[src/rtl/power_pkg.sv]
// Shared types and constants for the MIPS core-domain power sequencer.
// The state encodings are fixed because pwr_state is exported for debug.
package power_pkg;

  typedef enum logic [3:0] {
    ON      = 4'd0,
    ISO     = 4'd1,
    SAVE    = 4'd2,
    PWR_DN  = 4'd3,
    OFF     = 4'd4,
    PWR_UP  = 4'd5,
    SETTLE  = 4'd6,
    RESTORE = 4'd7,
    DE_ISO  = 4'd8
  } pwr_state_t;

  // addi $0,$0,0 as emitted by the toolchain for a NOP fetch
  localparam logic [31:0] NOP_INSTR = 32'h2000_0000;

  typedef struct packed {
    logic sw_ctrl_net;
    logic iso_enable;
    logic save;
    logic restore;
    logic stall;
  } pwr_ctrl_t;

  // Moore decode of the domain control outputs for a given state
  function automatic pwr_ctrl_t decode_ctrl(input pwr_state_t s);
    pwr_ctrl_t c;
    c = '0;
    c.stall       = (s != ON);
    c.iso_enable  = (s inside {ISO, SAVE, PWR_DN, OFF, PWR_UP, SETTLE, RESTORE});
    c.sw_ctrl_net = (s == PWR_DN) || (s == OFF);
    c.save        = (s == SAVE);
    c.restore     = (s == RESTORE);
    return c;
  endfunction

endpackage

[src/rtl/power_sequencer_if.sv]
// Bundle of the sequencer's core-side and switch-side signals.
// master: the sequencer itself; slave: the core/switch environment.
interface power_sequencer_if;
  import power_pkg::*;

  logic [31:0] instr;
  logic        wake_req;
  logic        sw_ack;
  logic        sw_ctrl_net;
  logic        iso_enable;
  logic        save;
  logic        restore;
  logic        stall;
  logic        pwr_err;
  pwr_state_t  pwr_state;

  modport master (
    input  instr, wake_req, sw_ack,
    output sw_ctrl_net, iso_enable, save, restore, stall, pwr_err, pwr_state
  );

  modport slave (
    output instr, wake_req, sw_ack,
    input  sw_ctrl_net, iso_enable, save, restore, stall, pwr_err, pwr_state
  );

endinterface

[src/rtl/nop_idle_counter.sv]
// Counts consecutive NOP fetches; hit fires on the IDLE_THRESH-th one,
// and the count restarts from zero on that same edge.
module nop_idle_counter
  import power_pkg::*;
#(
  parameter int IDLE_THRESH = 10,
  parameter int CNT_W       = 4
) (
  input  logic        clk,
  input  logic        reset,
  input  logic        en,
  input  logic [31:0] instr,
  input  logic        clr,
  output logic        hit
);

  localparam logic [CNT_W-1:0] LAST = CNT_W'(IDLE_THRESH - 1);

  logic [CNT_W-1:0] count;
  logic             is_nop;

  assign is_nop = (instr == NOP_INSTR);
  assign hit    = en && !clr && is_nop && (count == LAST);

  // Run-length of NOPs; any other fetch, a clear, or a hit restarts it
  always_ff @(posedge clk or negedge reset) begin
    if (!reset) begin
      count <= '0;
    end else if (clr) begin
      count <= '0;
    end else if (en) begin
      if (!is_nop || hit) count <= '0;
      else                count <= count + 1'b1;
    end
  end

endmodule

[src/rtl/power_sequencer.sv]
// Power-gating controller for the MIPS core domain.
// Build option: define POWER_SEQ_RETENTION_EN to include the SAVE/RESTORE
// retention states; without it the sequence skips them and save/restore stay 0.
module power_sequencer
  import power_pkg::*;
#(
  parameter int IDLE_THRESH = 10,
  parameter int CNT_W       = 4,
  parameter int ACK_TIMEOUT = 15,
  parameter int SETTLE_CYC  = 2
) (
  input  logic               clk,
  input  logic               reset,
  power_sequencer_if.master  pif
);

  localparam int TMR_MAX = (ACK_TIMEOUT > SETTLE_CYC) ? ACK_TIMEOUT : SETTLE_CYC;
  localparam int TMR_W   = $clog2(TMR_MAX + 1);
  localparam logic [TMR_W-1:0] TMR_SAT     = TMR_W'(TMR_MAX);
  localparam logic [TMR_W-1:0] ACK_LAST    = TMR_W'(ACK_TIMEOUT - 1);
  localparam logic [TMR_W-1:0] SETTLE_LAST = TMR_W'(SETTLE_CYC - 1);

`ifdef POWER_SEQ_RETENTION_EN
  localparam pwr_state_t AFTER_ISO    = SAVE;
  localparam pwr_state_t AFTER_SETTLE = RESTORE;
`else
  localparam pwr_state_t AFTER_ISO    = PWR_DN;
  localparam pwr_state_t AFTER_SETTLE = DE_ISO;
`endif

  pwr_state_t       state, state_next;
  logic [TMR_W-1:0] tmr, tmr_next;
  logic             err_q, err_next;
  pwr_ctrl_t        ctrl_q, ctrl_next;
  logic             idle_en, idle_clr, idle_hit;
  logic             ack_timeout;

  assign idle_en     = (state == ON);
  assign idle_clr    = (state != ON) || pif.wake_req;
  assign ack_timeout = (tmr >= ACK_LAST);

  nop_idle_counter #(
    .IDLE_THRESH (IDLE_THRESH),
    .CNT_W       (CNT_W)
  ) u_idle (
    .clk   (clk),
    .reset (reset),
    .en    (idle_en),
    .instr (pif.instr),
    .clr   (idle_clr),
    .hit   (idle_hit)
  );

  // Next state, handshake timer and the outputs that belong to the next state
  always_comb begin
    state_next = state;
    err_next   = err_q;
    tmr_next   = tmr;
    ctrl_next  = '0;

    case (state)
      ON: begin
        if (idle_hit) state_next = ISO;
      end
      ISO: begin
        if (pif.wake_req) state_next = DE_ISO;
        else              state_next = AFTER_ISO;
      end
`ifdef POWER_SEQ_RETENTION_EN
      SAVE: begin
        if (pif.wake_req) state_next = DE_ISO;
        else              state_next = PWR_DN;
      end
      RESTORE: begin
        state_next = DE_ISO;
      end
`endif
      PWR_DN: begin
        if (pif.sw_ack) begin
          state_next = OFF;
        end else if (ack_timeout) begin
          err_next   = 1'b1;
          state_next = PWR_UP;
        end
      end
      OFF: begin
        if (pif.wake_req) state_next = PWR_UP;
      end
      PWR_UP: begin
        if (!pif.sw_ack)      state_next = SETTLE;
        else if (ack_timeout) err_next   = 1'b1;
      end
      SETTLE: begin
        if (tmr == SETTLE_LAST) state_next = AFTER_SETTLE;
      end
      DE_ISO: begin
        state_next = ON;
      end
      default: begin
        state_next = ON;
      end
    endcase

    if (state_next != state) tmr_next = '0;
    else if (tmr != TMR_SAT) tmr_next = tmr + 1'b1;

    ctrl_next = decode_ctrl(state_next);
`ifdef POWER_SEQ_RETENTION_EN
`else
    ctrl_next.save    = 1'b0;
    ctrl_next.restore = 1'b0;
`endif
  end

  // State, timer, sticky error and registered glitch-free outputs
  always_ff @(posedge clk or negedge reset) begin
    if (!reset) begin
      state  <= ON;
      tmr    <= '0;
      err_q  <= 1'b0;
      ctrl_q <= '0;
    end else begin
      state  <= state_next;
      tmr    <= tmr_next;
      err_q  <= err_next;
      ctrl_q <= ctrl_next;
    end
  end

  assign pif.sw_ctrl_net = ctrl_q.sw_ctrl_net;
  assign pif.iso_enable  = ctrl_q.iso_enable;
  assign pif.save        = ctrl_q.save;
  assign pif.restore     = ctrl_q.restore;
  assign pif.stall       = ctrl_q.stall;
  assign pif.pwr_err     = err_q;
  assign pif.pwr_state   = state;

endmodule

[src/flat_wrapper.sv]
// flat-port wrapper written by rule: the top's interface ports become plain ports
module power_sequencer_flat import power_pkg::*;
#(
  parameter int IDLE_THRESH = 10,
  parameter int CNT_W       = 4,
  parameter int ACK_TIMEOUT = 15,
  parameter int SETTLE_CYC  = 2
)
  (clk, reset, pif_instr, pif_wake_req, pif_sw_ack, pif_sw_ctrl_net, pif_iso_enable, pif_save, pif_restore, pif_stall, pif_pwr_err, pif_pwr_state);
  power_sequencer_if pif_i ();
  input  logic clk;
  input  logic reset;
  input wire logic [$bits(pif_i.instr)-1:0] pif_instr;
  input wire logic [$bits(pif_i.wake_req)-1:0] pif_wake_req;
  input wire logic [$bits(pif_i.sw_ack)-1:0] pif_sw_ack;
  output wire logic [$bits(pif_i.sw_ctrl_net)-1:0] pif_sw_ctrl_net;
  output wire logic [$bits(pif_i.iso_enable)-1:0] pif_iso_enable;
  output wire logic [$bits(pif_i.save)-1:0] pif_save;
  output wire logic [$bits(pif_i.restore)-1:0] pif_restore;
  output wire logic [$bits(pif_i.stall)-1:0] pif_stall;
  output wire logic [$bits(pif_i.pwr_err)-1:0] pif_pwr_err;
  output wire logic [$bits(pif_i.pwr_state)-1:0] pif_pwr_state;
  assign pif_i.instr = pif_instr;
  assign pif_i.wake_req = pif_wake_req;
  assign pif_i.sw_ack = pif_sw_ack;
  assign pif_sw_ctrl_net = pif_i.sw_ctrl_net;
  assign pif_iso_enable = pif_i.iso_enable;
  assign pif_save = pif_i.save;
  assign pif_restore = pif_i.restore;
  assign pif_stall = pif_i.stall;
  assign pif_pwr_err = pif_i.pwr_err;
  assign pif_pwr_state = pif_i.pwr_state;
  power_sequencer #(.IDLE_THRESH(IDLE_THRESH), .CNT_W(CNT_W), .ACK_TIMEOUT(ACK_TIMEOUT), .SETTLE_CYC(SETTLE_CYC)) u_core (.clk(clk), .reset(reset), .pif(pif_i));
endmodule
[config.mk]
export PLATFORM = sky130hd
export DESIGN_NAME = power_sequencer_flat
export DESIGN_NICKNAME = d
export VERILOG_FILES = /design/src/rtl/power_pkg.sv /design/src/rtl/power_sequencer_if.sv /design/src/rtl/nop_idle_counter.sv /design/src/rtl/power_sequencer.sv /design/src/flat_wrapper.sv
export SDC_FILE = /design/constraint.sdc
export NUM_CORES = 1
export LEC_CHECK = 0
export BUFFER_PORTS_ARGS = -buffer_cell sky130_fd_sc_hd__buf_4
export CAP_MARGIN = 10
export CORE_MARGIN = 3
export CORE_UTILIZATION = 35
export DETAILED_ROUTE_END_ITERATION = 8
export SLEW_MARGIN = 5
export SYNTH_ARGS = -nofsm -noshare
export SYNTH_HDL_FRONTEND = slang
export SYNTH_SLANG_ARGS = --single-unit
[constraint.sdc]
create_clock -name clk -period 2.2 [get_ports clk]
set_input_delay 0.11 -clock clk [delete_from_list [all_inputs] [get_ports clk]]
set_output_delay 0.11 -clock clk [all_outputs]
set_load 0.05 [all_outputs]
## After elaboration in Yosys (flattened, before gate mapping)

Cells that the tools add are included.

- Reduce and logical (&&, ||, !) cells: 16
- Eq/ne operators: 19
- Multiplexer cells: 17
- Add/subtract/negate cells: 2
- Magnitude comparators: 1

Operator list:

| operator | number |
|---|---|
| $mux 4 | 12 |
| $eq 32x30->1 const B | 1 |
| $eq 4x3->1 const B | 7 |
| $pmux 4 s6 | 1 |
| $eq 4x1->1 const B | 3 |
| $eq 4x2->1 const B | 3 |
| $add 4x1->4 const B | 2 |
| $reduce_bool 4->1 | 2 |
| $reduce_bool 7->1 | 1 |
| $reduce_bool 2->1 | 3 |
| $eq 4x4->1 const B | 1 |
| $ge 4x4->1 const B | 1 |
| $logic_not 4->1 | 1 |
| $ne 2x2->1 const B | 2 |
| $ne 4x4->1 | 1 |
| $ne 4x4->1 const B | 1 |
| $logic_and 1x1->1 | 3 |
| $logic_or 1x1->1 | 3 |
| $mux 1 | 3 |
| $reduce_and 3->1 | 1 |
| $logic_not 1->1 | 2 |
| $pmux 1 s2 | 1 |

- Output and inout port bits: 10
- Bits in registers: 16
- Bits of input ports: 36
- Logic and storage cells: 62

## Depth between registers and ports, before layout

Gate-level depths: netlist (run 1).

- Word-level depth: 10
- Depth in mapped cells: 7
- Gate-level depth less buffers: 7

## By module

Synthesis (run 1) repeated with hierarchy kept, for this count alone.

- Cells, all modules: 119
- Area total of the unflattened synthesis: 1091.0 µm²

Modules (own cells, without submodules):

| module | instances | cells an instance | area each (µm²) | sequential area each (µm²) |
|---|---|---|---|---|
| power_sequencer | 1 | 82 | 787.0 | 300.3 |
| nop_idle_counter | 1 | 37 | 304.0 | 100.1 |

## Least setup slack after synthesis (run 1)

No wires, ideal clock.

- Kind: reg2reg
- Start point: register u_core.state[2] (netlist: u_core.pif.pwr_state[2])
- End point: register u_core.tmr[3]
- Arrival: 1.789 ns
- Period minus slack after synthesis: 1.918 ns
- Required time: 2.071 ns
- Path buffers: 0
- Library setup time: 0.129 ns
- Cell stages (with the launch flop): 6
- Setup slack: 0.282 ns
- Cells stage by stage: dfrtp_1 nor4_1 nand2_1 or4_4 a21oi_2 nor4b_2

- Longest elaborated chain between the ends: 10
- Elaborated cells on any way between the ends: 22
- Those cells by class: eq/ne: 6; mux: 8; reduce/logical: 8

RTL lines:

| item | RTL line | source |
|---|---|---|
| from (decl) | power_sequencer.sv:31 | `pwr_state_t state, state_next;` |
| from (signal assigned) | power_sequencer.sv:123 | `state <= state_next;` |
| $reduce_bool 4->1 | power_sequencer.sv:39 | `assign idle_clr = (state != ON) \|\| pif.wake_req;` |
| $logic_or 1x1->1 | power_sequencer.sv:39 |  |
| $logic_not 1->1 | nop_idle_counter.sv:23 | `assign hit = en && !clr && is_nop && (count == LAST);` |
| $logic_and 1x1->1 (3 in a row) | nop_idle_counter.sv:23 |  |
| $mux 4 | power_sequencer.sv:63 | `if (idle_hit) state_next = ISO;` |
| $pmux 4 s6 | power_sequencer.sv:61 | `case (state)` |
| $ne 4x4->1 * | power_sequencer.sv:104 | `if (state_next != state) tmr_next = '0;` |
| $mux 4 / $reduce_bool 2->1 (equally long branches) | -- |  |
| to (signal assigned) | power_sequencer.sv:124 | `tmr <= tmr_next;` |
| to (decl) | power_sequencer.sv:32 | `logic [TMR_W-1:0] tmr, tmr_next;` |

Every way passes the cells marked *; elsewhere a longest branch is shown, timed or not.
A chain may end at the register's enable or synchronous reset.

==> impl_metrics.env, run 1 <==
export IMPL_vias=946
export IMPL_std_cell_rows=19
export IMPL_core_area_um2=2830
export IMPL_fmax_ghz=0.495
export IMPL_setup_viol=0
export IMPL_hpwl_mm=2.00
export IMPL_syn_inst=108
export IMPL_ys_types=44
export IMPL_fin_tns_setup_ns=0
export IMPL_syn2layout_area_growth_pct=34.7
export IMPL_yosys_warnings=0
export IMPL_drt_total_wl_mm=2.46
export IMPL_worstPathMaxFanout=7
export IMPL_die_area_um2=3730
export IMPL_cts_tree="built"
export IMPL_synth_top_cell_by_area="dfrtp_1"
export IMPL_port_buffers=43
export IMPL_wire_per_inst_um=13.4
export IMPL_via_per_inst=5.17
export IMPL_arrival_ns=2.18
export IMPL_rsz0062_at_grt="no"
export IMPL_ys_flop_type="dfrtp_1"
export IMPL_post_route_util_pct=50.6
export IMPL_cp_end_kind="flop"
export IMPL_cpPeakStageDelay_ns=0.46
export IMPL_clkSinkCount=16
export IMPL_cp_required_ns=2.36
export IMPL_cts_buffers=3
export IMPL_async_flop_share_pct=100
export IMPL_post_route_period_util_pct=91.9
export IMPL_first_pass_iters=4
export IMPL_clock_path_buffers=2
export IMPL_worstPathCellList="inv_1 > ha_1 > or3b_1 > a32oi_2 > o21bai_2 > nand3b_4 > or3_1"
export IMPL_max_cap_violations=0
export IMPL_cts_resized=0
export IMPL_fillers=253
export IMPL_fin_nets=195
export IMPL_dpl_cell_area_um2=1400
export IMPL_synth_edf_count=0
export IMPL_clk_latency_ns=0.27
export IMPL_io_pins=46
export IMPL_die_h_um=61.1
export IMPL_drive_gt1_share_pct=38.8
export IMPL_power_leakage_nw=0.680
export IMPL_synthTopCellsByArea="dfrtp_1, ha_1, nor4_1"
export IMPL_grt_antenna_before_repair=0
export IMPL_synth_seq_cells=16
export IMPL_powerDensity_nw_per_um2=997
export IMPL_grt_max_degree=17
export IMPL_finalWorstSetupSlack_ns=0.178
export IMPL_multi_input_area_um2=603
export IMPL_overflow=0
export IMPL_seq_area_um2=400
export IMPL_seq_area_frac_synth_pct=37.7
export IMPL_grt_first_pass_wirelength_mm=4.17
export IMPL_initial_core_util_pct=37.5
export IMPL_drv_slew=0
export IMPL_drt_iter0_drc=101
export IMPL_ant_nets=0
export IMPL_min_period_ns=2.02
export IMPL_cp_start_kind="flop"
export IMPL_avgSynthCellArea_um2=9.84
export IMPL_fin_worst_skew_ns=0.00109
export IMPL_stdcell_area_um2=1430
export IMPL_antenna_cells=0
export IMPL_clk_pin_slew_ns=0.09
export IMPL_gp_congestion=0.736
export IMPL_irDropWorstVdd_mv=0.593
export IMPL_crit_type="reg2reg"
export IMPL_netlist_area_um2=1060
export IMPL_synth_top_area_share_pct=37.7
export IMPL_outcome="complete, no violations"
export IMPL_cts_root_buf="clkbuf_4"
export IMPL_cpMaxStageDelayCell="dfrtp_1"
export IMPL_grt_pass1_vias=931
export IMPL_finalPower_mw=1.43
export IMPL_hold_class="in2async"
export IMPL_h_tree_depth=1
export IMPL_grtUsageTotal_pct=14.9
export IMPL_hold_viol_final=0
export IMPL_place_ws_ns=0.195
export IMPL_die_w_um=61.1
export IMPL_drc=0
==> power breakdown <==
part | internal [mW] | switching [mW]
Sequential | 0.371 | 0.0865
Clock | 0.0634 | 0.0849
Combinational | 0.346 | 0.476
==> cells in the final DEF (no fill, tap or decap), types with 2 or more instances in the layout <==
cell type | Yosys | final
a21oi_1 | 2 | 2
a31oi_1 | 2 | 2
buf_4 | 3 | 45
clkbuf_4 | 0 | 3
conb_1 | 1 | 2
dfrtp_1 | 16 | 16
ha_1 | 5 | 5
inv_1 | 5 | 5
nand2_1 | 8 | 8
nand2b_1 | 2 | 2
nand3_1 | 3 | 3
nand3b_1 | 2 | 2
nand4_1 | 2 | 2
nor2_1 | 8 | 8
nor2b_1 | 2 | 2
nor3_1 | 2 | 2
nor3b_1 | 4 | 4
nor4_1 | 7 | 7
nor4b_1 | 2 | 2
o211ai_1 | 2 | 2
o21ai_0 | 2 | 2
o21bai_2 | 2 | 2
or2_1 | 2 | 2
xnor2_1 | 2 | 2
==> synth_stat cells, types with 2 or more instances <==
cell and instances:
dfrtp_1 16, nand2_1 8, nor2_1 8, nor4_1 7, ha_1 5, inv_1 5
nor3b_1 4, buf_4 3, nand3_1 3, a21oi_1 2, a31oi_1 2, buf_2 2
nand2b_1 2, nand3b_1 2, nand4_1 2, nor2b_1 2, nor3_1 2, nor4b_1 2
o211ai_1 2, o21ai_0 2, o21bai_2 2, or2_1 2, xnor2_1 2
==> what timing repair did <==
item	in CTS	in global routing
hold buffers	1	0
endpoints found under the hold margin	16	0
setup endpoints to repair	0	0
buffers inserted	0	0
==> final timing paths <==
kind,startpoint,end,slack (ns),cells after the start
max in group asynchronous,reset,u_core.u_idle.count[0],1.80,2
hold reg to reg,u_core.pif.pwr_err,u_core.pif.pwr_err,0.46,1
setup reg to reg,u_core.tmr[1],u_core.pif.stall,0.18,7
min in group clk,pif_instr[30],u_core.pif.pwr_state[0],0.26,5
setup / recovery,u_core.tmr[1],u_core.pif.stall,0.18,7
hold / removal,reset,u_core.tmr[1],0.21,2
==> per-layer routing <==
metal / global-route usage (%) / vias to the layer above / wire length [um]
met2: 23.4 / 14 / 1230
met4: 5.26 / 0 / 13
met3: 2.94 / 2 / 76
met1: 20.6 / 446 / 1140
met5: 0 / - / 0
li1: - / 484 / -
==> worst max-delay path, delay by kind of cell, from the launching register on <==
kind                       cells  cell delay (ns)
and+or+nand+nor                3             0.84
DFF                            1             0.46
buffers and inverters          1             0.09
AOI/OAI and AO/OA              2             0.35
adders and majority gates      1             0.15
==> state kept, by name, indices dropped and copies added, names as in the netlist <==
signal	count
u_core.tmr	4
u_core.u_idle.count	4
u_core.pif.pwr_err	1
u_core.pif.iso_enable	1
u_core.pif.pwr_state	4
u_core.pif.stall	1
u_core.pif.sw_ctrl_net	1
==> layout make-up <==
type	instances	area share, %
Multi-Input combinational cell	82	42.1
Sequential cell	16	28.0
Timing Repair Buffer	46	24.3
Tap cell	31	2.71
Clock buffer	3	1.57
Inverter	5	1.31
==> kinds of logic (layout without fill, tap and decap cells) <==
kind of cell | count (synthesis) | after routing | synth area share, %
mux | 2 | 2 | 2.00
simple gates | 52 | 52 | 30.9
compound gates | 18 | 18 | 14.8
other cells | 1 | 2 | 0.353
xor+xnor | 3 | 3 | 2.47
buf+inv | 11 | 54 | 5.89
fa+ha+maj | 5 | 5 | 5.89
flops | 16 | 16 | 37.7
==> per-stage QoR <==
stage	hold slack (ns)	cells
3_5_place_dp	-0.0183	179
5_1_grt	0.217	183
4_1_cts	0.220	183
6_report	0.215	183
2_1_floorplan	-0.186	109
3_3_place_gp	-0.0213	179
Note: power is estimated with default switching activity, not from simulation.
==> run 2, diff against run 1 <==
CTS_BUF_LIST = sky130_fd_sc_hd__clkbuf_8   (was default)
==> run 2 against run 1 <==
Effect of this change:
- routed wire length fell by 0.16%
- die area did not move
- clock skew rose by 0.0013 ns
- final area rose by 1.3%
- utilization rose by 0.66 points
- hold slack improved by 0.041 ns
- global-route usage barely moved
- register-to-register slack barely moved
- largest power group unchanged
- critical path depth did not move
- final cell count did not move
- critical path type unchanged
- sequential share of layout area fell by 0.36 points
- clock power rose by 42%
==> impl_metrics.env, run 2 (synthesized netlist as in run 1, its figures left out) <==
export IMPL_outcome="complete, no violations"
export IMPL_post_cts_buffers=0
export IMPL_met2WireLength_mm=1.24
export IMPL_cp_start_kind="flop"
export IMPL_vias=939
export IMPL_cp_end_kind="flop"
export IMPL_drt_total_wl_mm=2.46
export IMPL_rsz0062_at_grt="no"
export IMPL_worstPathCellList="inv_1 > ha_1 > or3b_1 > a32oi_2 > o21bai_2 > nand3b_4 > or3_1"
export IMPL_final_cell_mix="buf_4, dfrtp_1, nand2_1, nor2_1, nor4_1"
export IMPL_stdcell_area_um2=1450
export IMPL_worstPathMaxFanout=7
export IMPL_fillers=253
export IMPL_wire_per_inst_um=13.4
export IMPL_hpwl_mm=2.00
export IMPL_grt_max_degree=17
export IMPL_drc=0
export IMPL_clk_latency_ns=0.24
export IMPL_grt_antenna_before_repair=0
export IMPL_multi_input_area_um2=603
export IMPL_cp_required_ns=2.32
export IMPL_overflow=0
export IMPL_cts_buffers=3
export IMPL_port_buffers=43
export IMPL_clock_path_buffers=2
export IMPL_arrival_ns=2.13
export IMPL_mostFrequentLayoutCell="buf_4"
export IMPL_post_route_period_util_pct=91.6
export IMPL_drv_slew=0
export IMPL_cts_resized=0
export IMPL_core_area_um2=2830
export IMPL_drive_gt1_share_pct=38.8
export IMPL_post_route_util_pct=51.3
export IMPL_std_cell_rows=19
export IMPL_place_ws_ns=0.195
export IMPL_gp_congestion=0.736
export IMPL_dpl_cell_area_um2=1400
export IMPL_ant_nets=0
export IMPL_min_period_ns=2.02
export IMPL_route_met3_wl_um=67
export IMPL_first_pass_iters=4
export IMPL_cts_tree="built"
export IMPL_fmax_ghz=0.496
export IMPL_clkSinkCount=16
export IMPL_via_per_inst=5.13
export IMPL_fin_tns_setup_ns=0
export IMPL_crit_buf_inv=1
export IMPL_seq_area_um2=400
export IMPL_die_h_um=61.1
export IMPL_irDropWorstVdd_mv=0.653
export IMPL_cpMaxStageDelayCell="dfrtp_1"
export IMPL_final_cells=183
export IMPL_timing_rr_start="u_core.tmr[1]"
export IMPL_holdBufCountCts=1
export IMPL_h_tree_depth=1
export IMPL_holdWs_ns=0.256
export IMPL_hold_class="in2async"
export IMPL_die_area_um2=3730
export IMPL_antenna_cells=0
export IMPL_critPathTopFamily="simple AND/OR/NAND/NOR gates"
export IMPL_hold_viol_final=0
export IMPL_setup_viol=0
export IMPL_powerDensity_nw_per_um2=1030
export IMPL_max_cap_violations=0
export IMPL_finalPower_mw=1.49
export IMPL_cts_root_buf="clkbuf_8"
export IMPL_cpPeakStageDelay_ns=0.45
export IMPL_grt_first_pass_wirelength_mm=4.20
export IMPL_grt_pass1_vias=941
export IMPL_fin_worst_skew_ns=0.00238
export IMPL_r2r_cells=7
export IMPL_wl_met1_mm=1.14
export IMPL_clk_pin_slew_ns=0.06
export IMPL_drt_iter0_drc=98
export IMPL_dp_cells=179
export IMPL_fin_nets=195
export IMPL_initial_core_util_pct=37.5
export IMPL_io_pins=46
export IMPL_r2r_end="u_core.pif.stall"
export IMPL_power_leakage_nw=0.688
export IMPL_finalWorstSetupSlack_ns=0.185
export IMPL_syn2layout_area_growth_pct=36.5
export IMPL_die_w_um=61.1
export IMPL_maxUsedRoutingLayer="met4"
export IMPL_crit_type="reg2reg"
export IMPL_grtUsageTotal_pct=15.0
export IMPL_worst_r2r_setup_slack_ns=0.18
[run 2: layout make-up]
class | count | area share, %
flip-flops and latches | 16 | 27.6
inverters | 5 | 1.29
well taps | 31 | 2.67
clock buffers | 3 | 2.85
repair buffers | 46 | 24.0
multi-input cells | 82 | 41.6
[run 2: worst max-delay path by stage]
stage	from	cells past startpoint	endpoint
CTS	u_core.tmr[1]	7	u_core.pif.stall
global route	u_core.tmr[1]	7	u_core.pif.stall
finish	u_core.tmr[1]	7	u_core.pif.stall
floorplan	u_core.pif.pwr_state[2]	5	u_core.tmr[3]
global placement	u_core.tmr[1]	7	u_core.pif.stall
detailed placement	u_core.tmr[1]	7	u_core.pif.stall
[run 2: power breakdown]
group / internal [mW] / switching, mW / total, mW
Sequential: 0.372 / 0.0865 / 0.459
Clock: 0.121 / 0.0889 / 0.210
Combinational: 0.346 / 0.476 / 0.821
[run 2: per-layer routing]
metal	up-vias	global-route usage [%]
li1	484	-
met2	14	23.6
met4	0	6.19
met5	-	0
met1	439	20.6
met3	2	2.31
[run 2: worst register-to-register path: cells and delay by family (launching register included)]
| family | cells | cell delay, ns |
|---|---|---|
| AO/OA/AOI/OAI | 2 | 0.35 |
| adder cells (fa/ha/maj) | 1 | 0.15 |
| buffers and inverters | 1 | 0.09 |
| flip-flops | 1 | 0.45 |
| AND/OR/NAND/NOR | 3 | 0.84 |
==> run 3, diff against run 2 <==
CORE_UTILIZATION = 49   (was 35)
PLACE_DENSITY = 0.82   (was default)
==> run 3 against run 2 <==
Effect of this change:
- setup slack worse by 0.044 ns
- total power is 5.4% higher
- final area is 1.5% higher
- final cell count is 1.6% lower
- sequential power is 2% higher
- sequential share of layout area is 0.40 points lower
- hold slack better by 0.0049 ns
- first-iteration DRC count is 98% lower
- global-route usage is 6.3 points higher
==> impl_metrics.env, run 3 (synthesized netlist as in run 1, its figures left out) <==
export IMPL_wire_per_inst_um=14.3
export IMPL_dpl_cell_area_um2=1390
export IMPL_r2r_cells=7
export IMPL_cp_endpoint="u_core.pif.stall"
export IMPL_holdWs_ns=0.261
export IMPL_grt_first_pass_wirelength_mm=4.42
export IMPL_worst_r2r_setup_slack_ns=0.14
export IMPL_cpPeakStageDelay_ns=0.47
export IMPL_setup_viol=0
export IMPL_multi_input_area_um2=616
export IMPL_die_area_um2=2760
export IMPL_grt_max_degree=17
export IMPL_clock_path_buffers=2
export IMPL_vias=971
export IMPL_core_area_um2=2000
export IMPL_clk_pin_slew_ns=0.06
export IMPL_grt_pass1_vias=1040
export IMPL_path_depth=7
export IMPL_drt_total_wl_mm=2.57
export IMPL_h_tree_depth=1
export IMPL_hold_viol_final=0
export IMPL_fin_tns_setup_ns=0
export IMPL_clk_latency_ns=0.25
export IMPL_rsz0062_at_grt="no"
export IMPL_cp_start_kind="flop"
export IMPL_initial_core_util_pct=53.1
export IMPL_critPathTopFamily="simple AND/OR/NAND/NOR gates"
export IMPL_cts_tree="built"
export IMPL_min_period_ns=2.06
export IMPL_worstPathMaxFanout=7
export IMPL_die_h_um=52.6
export IMPL_cpMaxStageDelayCell="dfrtp_1"
export IMPL_clkSinkCount=16
export IMPL_cp_end_kind="flop"
export IMPL_power_leakage_nw=0.698
export IMPL_first_pass_iters=4
export IMPL_finalPower_mw=1.57
export IMPL_gp_congestion=0.827
export IMPL_stdcell_area_um2=1470
export IMPL_timing_rr_start="u_core.tmr[1]"
export IMPL_port_buffers=43
export IMPL_mostFrequentLayoutCell="buf_4"
export IMPL_crit_buf_inv=1
export IMPL_drc=0
export IMPL_outcome="complete, no violations"
export IMPL_ant_nets=0
export IMPL_drive_gt1_share_pct=39.2
export IMPL_die_w_um=52.6
export IMPL_fmax_ghz=0.486
export IMPL_cp_required_ns=2.33
export IMPL_cts_root_buf="clkbuf_8"
export IMPL_io_pins=46
export IMPL_place_ws_ns=0.162
export IMPL_powerDensity_nw_per_um2=1070
export IMPL_antenna_cells=0
export IMPL_grt_antenna_before_repair=0
export IMPL_syn2layout_area_growth_pct=38.5
export IMPL_fin_worst_skew_ns=0.00261
export IMPL_via_per_inst=5.39
export IMPL_overflow=0
export IMPL_worstPathCellList="inv_1 > ha_1 > or3b_1 > a32oi_2 > o21bai_2 > nand3b_4 > or3_1"
export IMPL_post_route_period_util_pct=93.6
export IMPL_final_cell_mix="buf_4, dfrtp_1, nand2_1, nor2_1, nor4_1"
export IMPL_fillers=147
export IMPL_std_cell_rows=16
export IMPL_arrival_ns=2.19
export IMPL_max_cap_violations=0
export IMPL_fin_nets=195
export IMPL_drv_slew=0
export IMPL_crit_start="u_core.tmr[1]"
export IMPL_r2r_end="u_core.pif.stall"
export IMPL_irDropWorstVdd_mv=0.811
export IMPL_hpwl_mm=2.09
export IMPL_cts_buffers=3
export IMPL_hold_class="in2async"
export IMPL_grtUsageTotal_pct=21.3
export IMPL_drt_iter0_drc=2
export IMPL_crit_type="reg2reg"
export IMPL_finalWorstSetupSlack_ns=0.141
export IMPL_seq_area_um2=400
-- run 3: cell count changes in the layout (fill, tap and decap cells not counted) --
cell / before / now
a2111oi_2: 1 / 0
a2111oi_4: 0 / 1
clkbuf_8: 3 / 4
-- run 3: through the flow --
stage	util, %	instances
floorplan	-	109
global placement	69.6	175
detailed placement	69.6	175
CTS	72.9	180
global route	73.5	180
finish	73.5	180
-- run 3: metal layers --
layer,share of wire [%],wire length [um],track usage (%),vias to the layer above
li1,-,-,-,482
met1,42,1080,26.3,467
met2,54,1380,36.8,18
met3,3.4,88,3.42,4
met4,0.66,17,7.66,0
met5,0,0,0,-
-- run 3: worst min path at each step --
stage / start / to / slack (ns) / depth (start not counted)
5_1_grt: reset / u_core.tmr[3] / 0.27 / 2
6_report: reset / u_core.pif.pwr_err / 0.26 / 2
3_3_place_gp: reset / u_core.tmr[3] / -0.03 / 1
3_5_place_dp: reset / u_core.tmr[2] / -0.02 / 1
4_1_cts: reset / u_core.tmr[2] / 0.25 / 2
2_1_floorplan: reset / u_core.pif.iso_enable / -0.19 / 0
-- run 3: what timing repair did --
action                                  CTS  global route
hold buffers                              1             0
endpoints found under the setup margin    0             3
resized for setup                         0             1
endpoints found under the hold margin    16             0
buffers inserted                          0             0
-- run 3: layout make-up --
type / count / area share, %
Sequential cell: 16 / 27.2
Clock buffer: 4 / 3.74
Inverter: 5 / 1.28
Multi-Input combinational cell: 82 / 41.8
Tap cell: 27 / 2.30
Timing Repair Buffer: 46 / 23.6
-- run 3: power by group --
group | switching [mW] | total [mW] | internal (mW)
combinational | 0.487 | 0.845 | 0.358
clock | 0.0971 | 0.256 | 0.159
sequential | 0.0985 | 0.470 | 0.372
total | 0.683 | 1.57 | 0.888
